`src/rtl/dps_pkg.sv`:
```
// Shared types and widths for the dot-product sequencer.
package dps_pkg;

    localparam int unsigned OP_W        = 8;
    localparam int unsigned ACC_W       = 16;
    localparam int unsigned TIMEOUT_DEF = 32;

    typedef enum logic [2:0] {
        S_IDLE  = 3'd0,
        S_CLEAR = 3'd1,
        S_ISSUE = 3'd2,
        S_DRAIN = 3'd3,
        S_HOLD  = 3'd4
    } dps_state_t;

endpackage

```
`src/rtl/dps_vec_regfile.sv`:
```
// Operand store: banks A and B, one write port, one shared combinational read index.
module dps_vec_regfile
    import dps_pkg::*;
#(
    parameter int unsigned VEC_LEN_MAX = 16,
    parameter int unsigned ADDR_W      = 4
) (
    input  logic              clk,
    input  logic              i_wr_en,
    input  logic              i_wr_sel,
    input  logic [ADDR_W-1:0] i_wr_addr,
    input  logic [OP_W-1:0]   i_wr_data,
    input  logic [ADDR_W-1:0] i_rd_idx,
    output logic [OP_W-1:0]   o_rd_a,
    output logic [OP_W-1:0]   o_rd_b
);

    logic [OP_W-1:0] r_bank_a [VEC_LEN_MAX];
    logic [OP_W-1:0] r_bank_b [VEC_LEN_MAX];

    // Element write into the selected bank; contents are intentionally not reset
    always_ff @(posedge clk) begin
        if (i_wr_en) begin
            if (i_wr_sel) begin
                r_bank_b[i_wr_addr] <= i_wr_data;
            end else begin
                r_bank_a[i_wr_addr] <= i_wr_data;
            end
        end
    end

    assign o_rd_a = r_bank_a[i_rd_idx];
    assign o_rd_b = r_bank_b[i_rd_idx];

endmodule

```
`src/rtl/dot_product_sequencer.sv`:
```
// Sequences an operand pair stream into an external MAC and returns the dot product.
module dot_product_sequencer
    import dps_pkg::*;
#(
    parameter int unsigned VEC_LEN_MAX = 16,
    parameter int unsigned ADDR_W      = 4,
    parameter int unsigned TIMEOUT     = TIMEOUT_DEF
) (
    input  logic              clk,
    input  logic              reset,
    input  logic              wr_en,
    input  logic              wr_sel,
    input  logic [ADDR_W-1:0] wr_addr,
    input  logic [OP_W-1:0]   wr_data,
    input  logic              start,
    input  logic [ADDR_W:0]   len,
    output logic              busy,
    output logic              mac_clear,
    output logic [OP_W-1:0]   mac_a,
    output logic [OP_W-1:0]   mac_b,
    output logic              mac_valid_in,
    input  logic [ACC_W-1:0]  mac_f,
    input  logic              mac_valid_out,
    output logic [ACC_W-1:0]  result,
    output logic              result_valid,
    input  logic              result_ready,
    output logic              err
);

    localparam int unsigned LEN_W = ADDR_W + 1;
    localparam int unsigned TO_W  = $clog2(TIMEOUT + 1);

    dps_state_t        r_state;
    dps_state_t        w_next_state;
    logic [LEN_W-1:0]  r_len_q;
    logic [LEN_W-1:0]  r_idx;
    logic [LEN_W-1:0]  r_rcount;
    logic [TO_W-1:0]   r_tcnt;
    logic              r_clear_cnt;
    logic              r_clear;
    logic [ADDR_W-1:0] w_rd_idx;
    logic [OP_W-1:0]   w_rd_a;
    logic [OP_W-1:0]   w_rd_b;
    logic              w_len_over;
    logic              w_len_bad;
    logic              w_last_issue;
    logic              w_done;
    logic              w_timeout;
    logic              w_capture;
    logic [ACC_W-1:0]  w_result_nxt;
    logic              w_err_nxt;

    assign w_len_over   = (len > LEN_W'(VEC_LEN_MAX));
    assign w_len_bad    = (len == '0) || w_len_over;
    assign w_last_issue = (r_idx == r_len_q - LEN_W'(1));
    assign w_done       = mac_valid_out && (LEN_W'(r_rcount + LEN_W'(1)) == r_len_q);
    assign w_timeout    = (r_tcnt == TO_W'(TIMEOUT - 1));
    // Prefetch the element that the next ISSUE cycle presents
    assign w_rd_idx     = (r_state == S_ISSUE) ? ADDR_W'(r_idx + LEN_W'(1)) : '0;
    assign mac_clear    = reset | r_clear;

    dps_vec_regfile #(
        .VEC_LEN_MAX (VEC_LEN_MAX),
        .ADDR_W      (ADDR_W)
    ) u_regfile (
        .clk       (clk),
        .i_wr_en   (wr_en && (r_state == S_IDLE)),
        .i_wr_sel  (wr_sel),
        .i_wr_addr (wr_addr),
        .i_wr_data (wr_data),
        .i_rd_idx  (w_rd_idx),
        .o_rd_a    (w_rd_a),
        .o_rd_b    (w_rd_b)
    );

    // State register
    always_ff @(posedge clk) begin
        if (reset) begin
            r_state <= S_IDLE;
        end else begin
            r_state <= w_next_state;
        end
    end

    // Next-state logic and result capture decisions
    always_comb begin
        w_next_state = r_state;
        w_capture    = 1'b0;
        w_result_nxt = '0;
        w_err_nxt    = 1'b0;
        unique case (r_state)
            S_IDLE: begin
                if (start) begin
                    if (w_len_bad) begin
                        w_next_state = S_HOLD;
                        w_capture    = 1'b1;
                        w_err_nxt    = w_len_over;
                    end else begin
                        w_next_state = S_CLEAR;
                    end
                end
            end
            S_CLEAR: begin
                if (r_clear_cnt) begin
                    w_next_state = S_ISSUE;
                end
            end
            S_ISSUE: begin
                if (w_last_issue) begin
                    w_next_state = S_DRAIN;
                end
            end
            S_DRAIN: begin
                if (w_done) begin
                    w_next_state = S_HOLD;
                    w_capture    = 1'b1;
                    w_result_nxt = mac_f;
                end else if (w_timeout) begin
                    w_next_state = S_HOLD;
                    w_capture    = 1'b1;
                    w_result_nxt = mac_f;
                    w_err_nxt    = 1'b1;
                end
            end
            S_HOLD: begin
                if (result_ready) begin
                    w_next_state = S_IDLE;
                end
            end
            default: begin
                w_next_state = S_IDLE;
            end
        endcase
    end

    // Registered outputs decoded from the upcoming state
    always_ff @(posedge clk) begin
        if (reset) begin
            busy         <= 1'b0;
            r_clear      <= 1'b0;
            mac_valid_in <= 1'b0;
            mac_a        <= '0;
            mac_b        <= '0;
            result_valid <= 1'b0;
            result       <= '0;
            err          <= 1'b0;
        end else begin
            busy         <= (w_next_state != S_IDLE);
            r_clear      <= (w_next_state == S_CLEAR);
            mac_valid_in <= (w_next_state == S_ISSUE);
            result_valid <= (w_next_state == S_HOLD);
            if (w_next_state == S_ISSUE) begin
                mac_a <= w_rd_a;
                mac_b <= w_rd_b;
            end
            if (w_capture) begin
                result <= w_result_nxt;
                err    <= w_err_nxt;
            end
        end
    end

    // Length latch plus clear, issue, return and timeout counters
    always_ff @(posedge clk) begin
        if (reset) begin
            r_len_q     <= '0;
            r_clear_cnt <= 1'b0;
            r_idx       <= '0;
            r_rcount    <= '0;
            r_tcnt      <= '0;
        end else begin
            if ((r_state == S_IDLE) && start) begin
                r_len_q <= len;
            end
            r_clear_cnt <= (r_state == S_CLEAR) ? ~r_clear_cnt : 1'b0;
            r_idx       <= (r_state == S_ISSUE) ? r_idx + LEN_W'(1) : '0;
            r_tcnt      <= (r_state == S_DRAIN) ? r_tcnt + TO_W'(1) : '0;
            if (r_state == S_IDLE) begin
                r_rcount <= '0;
            end else if (((r_state == S_ISSUE) || (r_state == S_DRAIN)) && mac_valid_out) begin
                r_rcount <= r_rcount + LEN_W'(1);
            end
        end
    end

endmodule

```
`config.mk`:
```
export PLATFORM = sky130hd
export DESIGN_NAME = dot_product_sequencer
export DESIGN_NICKNAME = d
export VERILOG_FILES = /design/src/rtl/dps_pkg.sv /design/src/rtl/dps_vec_regfile.sv /design/src/rtl/dot_product_sequencer.sv
export SDC_FILE = /design/constraint.sdc
export NUM_CORES = 1
export LEC_CHECK = 0
export ABC_AREA = 1
export CAP_MARGIN = 20
export CORE_UTILIZATION = 55
export DETAILED_ROUTE_END_ITERATION = 16
export PLACE_DENSITY = 0.74
export SETUP_SLACK_MARGIN = 0.05
export SYNTH_ARGS = -nofsm -noshare
export SYNTH_HDL_FRONTEND = slang
export SYNTH_SLANG_ARGS = --single-unit
```
`constraint.sdc`:
```
create_clock -name clk -period 4.1 [get_ports clk]
set_input_delay 1.025 -clock clk [delete_from_list [all_inputs] [get_ports clk]]
set_output_delay 1.025 -clock clk [all_outputs]
set_load 0.1 [all_outputs]
```
==> impl_metrics.yaml, run 1 <==
worst_setup_path:
  rr_worst_depth: 14
  crit_chain: "clkdlybuf4s50_1"
  start_kind: "register"
  crit_type: "register to output port"
  crit_arrival_ps: 2020
  critPathTopFamily: "buffers and inverters"
  reg2reg_slack_ps: 1350
  end_kind: "output port"
  rr_endpoint: "mac_a[0]$_SDFFE_PP0N_"
  cp_num_buf_inv: 1
  slowest_delay_ps: 1160
  r2r_start: "r_state[2]$_SDFF_PP0_"
  cp_max_fo: 2
  crit_required_ps: 3070
  cp_slowest_cell: "clkdlybuf4s50_1"
detailed_routing:
  drtPass1Iterations: 5
  wl_per_cell_um: 17.08
  ant_nets: 0
  route.detailed.drc: 0
  drt_iter0_drc: 927
  via_per_inst: 5.350
  via_count: 9973
  drt-total-wl_um: 31850
sta:
  worst_pin_slew_ps: 1001
  max_slew_margin_pct: 33.06
  min_period_ps: 3045
  max_freq_mhz: 328.4
  rsz0062_at_grt: "false"
  fin_tns_setup_ps: 0
  finClkSkew_ps: 12.70
  hold_viol: 0
  finalCritPeriodShare_pct: 74.27
  drv_slew: 0
  setup_violations: 0
  setup_ws_ps: 1055
  fin_hold_ws_ps: 454.0
cells_and_area:
  n_fill_cell: 1869
  antennaDiodeCount: 0
  fin_nets: 1563
  drive_gt1_share_pct: 7.403
  area_growth_syn_to_layout_pct: 15.92
  multi_input_area_mm2: 0.003736
  seq_area_mm2: 0.008929
synth:
  ys_top_cells_by_area: "edfxtp_1 56%, nand2_1 11%, dfxtp_1 9.0%"
  ys_async_sr_fraction_pct: 0
  synth_edf_count: 256
  ys_ff_latch: 318
  yosysUniqueCellTypes: 33
  ys_seq_area_share_pct: 64.55
  synth_ff_type: "edfxtp_1"
  postSynthAreaPerCell_um2: 9.720
  synth_nets: 1468
  synthesis.area_mm2: 0.01383
  synth_top_area_cell: "edfxtp_1"
  synth_top_area_share_pct: 55.58
  synthCells: 1423
  yosys_warnings: 0
placed_design:
  io_buffers: 76
  place_congestion: 0.8538
  hpwl_um: 19320
  pre_cts_slack_ps: 725.1
power:
  power.internal_uw: 5327
  p_seq_share_pct: 52.2
  sw_frac_of_total_pct: 21.25
  pwr-share-comb_pct: 4.9
  p_leak_uw: 0.006658
  p_per_area_mw_per_mm2: 421.9
  irDropWorstVdd_mv: 0.3574
  p_switching_uw: 1438
  clkPwrFrac_pct: 42.9
global_routing:
  grt_overflow: 0
  grt_use_total_pct: 25.28
  grt_max_degree: 115
  grt_pass1_vias: 9525
  grt_antenna_before_repair: 0
  grt_pass1_wl_um: 50670
clock_tree:
  post-cts-setup-buffers: 0
  cts_buffer_depth: 3
  cts_sinks: 318
  clock-root-buffer: "clkbuf_16"
  cts_tree: "yes"
  cts_resized: 0
  clk_pin_slew_worst_paths_ps: 60
  insertion_delay_ps: 510
  htreeDepth: 2
  hold_buffers: 0
  numCtsBuffers: 34
floorplanning:
  io_pins: 77
  die_area_mm2: 0.02579
  die_w_um: 160.6
  coreArea_mm2: 0.02446
  row_count: 57
  die_h_um: 160.6
  start_util_pct: 56.54
flow_run:
  maxCapViolations: 0
worst_hold_path:
  hold_class: "register to register"
  hold_path_end: "r_tcnt[0]$_SDFF_PP0_"
  hold_path_depth: 1
  hold_path_startpoint: "r_tcnt[0]$_SDFF_PP0_"
status:
  status: "completed"
[synth_stat cells, drive strengths merged, types with 3 or more instances]
| cell | count |
|---|---|
| buf | 50 |
| nand3 | 210 |
| dfxtp | 62 |
| o211ai | 19 |
| nand4 | 3 |
| clkbuf | 15 |
| nand2 | 405 |
| inv | 204 |
| a21oi | 33 |
| edfxtp | 256 |
| nor2 | 102 |
| ha | 5 |
| or2 | 18 |
| o21ai | 29 |
[stage by stage]
step	instance area [um^2]	instances	total power [uW]	utilization, %
final	16030	1864	6765	65.55
after global routing	16030	1864	6944	65.55
after CTS	16030	1864	6797	65.55
after detailed placement	14980	1806	3928	61.25
after global placement	14980	1806	3922	61.25
after floorplan	13830	1423	3780	-
[worst max-delay path by stage]
| stage | start | to | slack [ps] | cells after the start |
|---|---|---|---|---|
| after floorplan | reset | mac_clear | 1320 | 2 |
| after global placement | len[2] | mac_a[5]$_SDFFE_PP0N_ | 790 | 9 |
| after detailed placement | len[2] | mac_b[4]$_SDFFE_PP0N_ | 730 | 9 |
| after CTS | result[6]$_SDFFE_PP0P_ | result[6] | 1040 | 1 |
| after global routing | len[2] | mac_a[0]$_SDFFE_PP0N_ | 990 | 9 |
| final | result[6]$_SDFFE_PP0P_ | result[6] | 1050 | 1 |
[cell type report]
class                           instances  share of cell area [%]
Clock inverter                         10                  0.5228
Timing Repair Buffer                  124                   7.132
Multi-Input combinational cell        835                   23.30
Sequential cell                       318                   55.68
Clock buffer                           48                   6.032
Inverter                              205                   4.799
Tap cell                              324                   2.528
[worst reg2reg max path, delay by kind of cell, from the launching register on]
family / cells / cell delay, ps
flip-flops: 1 / 330
AND/OR/NAND/NOR: 11 / 1630
buffers and inverters: 3 / 710
[cells in the final DEF (no fill, tap or decap), types with 2 or more instances in the layout]
cell               n
a21oi_1           33
buf_12             2
buf_4             47
clkbuf_1          11
clkbuf_16         37
clkdlybuf4s50_1   75
clkinv_1           3
clkinv_2           6
dfxtp_1           62
edfxtp_1         256
ha_1               5
inv_1            202
inv_2              2
nand2_1          400
nand2_2            3
nand2_4            2
nand3_1          207
nand3_2            2
nand3b_1           2
nand4_1            3
nor2_1           101
nor3_1             2
nor3b_1            2
o211ai_1          19
o21ai_0           28
or2_1              9
or2_2              9
xnor2_1            2
xor2_1             2
[power groups by stage]
stage / registers [uW] / logic [uW] / clock network (uW)
4_1_cts: 3530 / 333 / 2940
2_1_floorplan: 3640 / 141 / 0
3_5_place_dp: 3600 / 331 / 0
5_1_grt: 3530 / 363 / 3050
6_report: 3530 / 334 / 2900
3_3_place_gp: 3600 / 326 / 0
[cells by family after synthesis]
| kind of cell | share of synthesized area [%] |
|---|---|
| buffers and inverters | 8.458 |
| AND/OR/NAND/NOR | 23.01 |
| flip-flops | 64.55 |
| AO/OA/AOI/OAI | 3.275 |
| XOR/XNOR | 0.2533 |
| adder cells (fa/ha/maj) | 0.4523 |
[layer usage]
metal | routed length (um) | vias up | global-route usage, %
li1 | - | 4821 | -
met1 | 13740 | 4702 | 35.28
met2 | 15050 | 396 | 41.15
met3 | 2494 | 54 | 4.261
met4 | 565 | 0 | 6.797
met5 | 0 | - | 0
[registers in the layout (all words and copies together), names as in the netlist]
register,cells
u_regfile.r_bank_a,128
u_regfile.r_bank_b,128
result,16
mac_a,8
mac_b,8
r_tcnt,6
r_idx,5
r_len_q,5
r_rcount,5
r_state,3
busy,1
err,1
mac_valid_in,1
r_clear,1
r_clear_cnt,1
result_valid,1
(Power assumes the default switching activity.)
==> run 2: changes to the inputs <==
==> constraint.sdc (replaced) <==
create_clock -name clk -period 2.9 [get_ports clk]
set_input_delay 0.725 -clock clk [delete_from_list [all_inputs] [get_ports clk]]
set_output_delay 0.725 -clock clk [all_outputs]
set_load 0.1 [all_outputs]
==> run 2 against run 1 <==
Worst setup slack got worse by 580 ps. Utilization up 0.43 points. Sequential power rose by 41%. Clock power up 51%. Global-route usage grew 0.39 points. Critical path type is now input port to register. Critical endpoint is now mac_a[0]$_SDFFE_PP0N_.
==> impl_metrics.yaml, run 2 (synthesis gave the netlist of run 1 again) <==
cells_and_area:
  area_growth_syn_to_layout_pct: 16.68
  antennaDiodeCount: 0
  final_common_cell: "nand2_1"
  final_cell_mix: "400 x nand2_1, 256 x edfxtp_1, 207 x nand3_1"
  multi_input_area_mm2: 0.003736
  utilization_pct: 65.98
  drive_gt1_share_pct: 10.44
  fin_nets: 1573
  n_fill_cell: 1896
  largest_registers: "u_regfile.r_bank_a x128, u_regfile.r_bank_b x128, result x16"
  seq_area_mm2: 0.008929
floorplanning:
  io_pins: 77
  row_count: 57
  die_w_um: 160.6
  die_area_mm2: 0.02579
  coreArea_mm2: 0.02446
  start_util_pct: 56.54
  die_h_um: 160.6
clock_tree:
  clk_pin_slew_worst_paths_ps: 60
  cts_buffer_depth: 3
  cts_tree: "yes"
  post-cts-setup-buffers: 0
  hold_buffers: 0
  numCtsBuffers: 35
  htreeDepth: 2
  insertion_delay_ps: 500
  cts_sinks: 318
  clock-root-buffer: "clkbuf_16"
  cts_resized: 0
sta:
  setup_violations: 0
  rsz0062_at_grt: "false"
  worst_pin_slew_ps: 572.0
  fin_hold_ws_ps: 477.4
  max_slew_margin_pct: 61.87
  finalCritPeriodShare_pct: 83.67
  min_period_ps: 2426
  fin_tns_setup_ps: 0
  drv_slew: 0
  hold_viol: 0
  max_freq_mhz: 412.1
  finClkSkew_ps: 9.937
power:
  p_seq_share_pct: 50.7
  pwr-share-comb_pct: 4.9
  p_switching_uw: 2055
  p_leak_uw: 0.006824
  power.internal_uw: 7785
  irDropWorstVdd_mv: 0.4706
  power_uw: 9840
  p_per_area_mw_per_mm2: 609.7
  clkPwrFrac_pct: 44.4
  sw_frac_of_total_pct: 20.88
detailed_routing:
  ant_nets: 0
  drt-total-wl_um: 32320
  wl_per_cell_um: 17.24
  via_count: 9999
  drt_iter0_drc: 1096
  route.detailed.drc: 0
  via_per_inst: 5.333
  drtPass1Iterations: 5
worst_setup_path:
  critPathTopFamily: "simple AND/OR/NAND/NOR gates"
  start_kind: "input port"
  rr_worst_depth: 13
  path_depth: 10
  cp_max_fo: 33
  end_kind: "register"
  cp_slowest_cell: "or4_1"
  crit_chain: "clkdlybuf4s50_1, or4_1, ha_1, nand2_1, nand2_1, nor2_1, nand3_4, buf_12, nor2_1, nor2_1"
  slowest_delay_ps: 540
  cp_common_cell: "nor2_1"
  crit_required_ps: 3300
  crit_type: "input port to register"
  crit_arrival_ps: 2820
  cp_num_buf_inv: 2
worst_hold_path:
  hold_class: "register to register"
  hold_path_depth: 1
global_routing:
  grt_pass1_wl_um: 51090
  grt_pass1_vias: 9365
  grt_max_degree: 133
  grt_overflow: 0
  grt_use_total_pct: 25.67
  grt_antenna_before_repair: 0
placed_design:
  io_buffers: 76
  place_congestion: 0.8551
  hpwl_um: 19690
status:
  status: "completed"
flow_run:
  maxCapViolations: 0
run 2: cell count changes in the layout (fill, tap and decap cells not counted), sizes merged:
cell,previous run,this run
buf,49,94
bufinv,1,4
clkinvlp,0,2
clkdlybuf4s50,75,39
clkinv,10,12
clkbuf,48,43
run 2: final timing paths:
kind                                            start               endpoint  slack, ps
worst max register to register  r_state[2]$_SDFF_PP0_  mac_a[0]$_SDFFE_PP0N_        500
worst min-delay path             r_tcnt[0]$_SDFF_PP0_   r_tcnt[0]$_SDFF_PP0_        480
worst max-delay path                           len[2]  mac_a[0]$_SDFFE_PP0N_        470
worst min register to register   r_tcnt[0]$_SDFF_PP0_   r_tcnt[0]$_SDFF_PP0_        480
run 2: routing by layer:
layer | vias up | track usage [%] | part of all wire (%)
li1 | 4845 | - | -
met5 | - | 0 | 0
met2 | 423 | 39.47 | 46
met3 | 59 | 4.804 | 9.4
met4 | 0 | 8.009 | 2.4
met1 | 4672 | 37.10 | 43
run 2: power by group through the flow:
stage	registers (uW)	logic, uW	clock network (uW)
4_1_cts	4990	481	4400
5_1_grt	4990	523	4600
2_1_floorplan	5140	200	0
6_report	4990	484	4370
3_3_place_gp	5080	469	0
3_5_place_dp	5090	479	0
run 2: area by class of cell:
class / instances / share of cell area [%]
sequential: 318 / 55.32
multi-input combinational: 835 / 23.15
timing repair buffer: 133 / 7.256
clock buffer: 43 / 5.876
inverter: 205 / 4.768
tap: 324 / 2.512
clock inverter: 17 / 1.116
run 2: per-stage QoR:
| stage | setup WS [ps] | instance area [um^2] | std cells |
|---|---|---|---|
| floorplan | 461.8 | 13830 | 1423 |
| global placement | 45.17 | 15010 | 1815 |
| detailed placement | -36.97 | 15010 | 1815 |
| CTS | 479.9 | 16140 | 1875 |
| global route | 313.1 | 16140 | 1875 |
| finish | 473.7 | 16140 | 1875 |
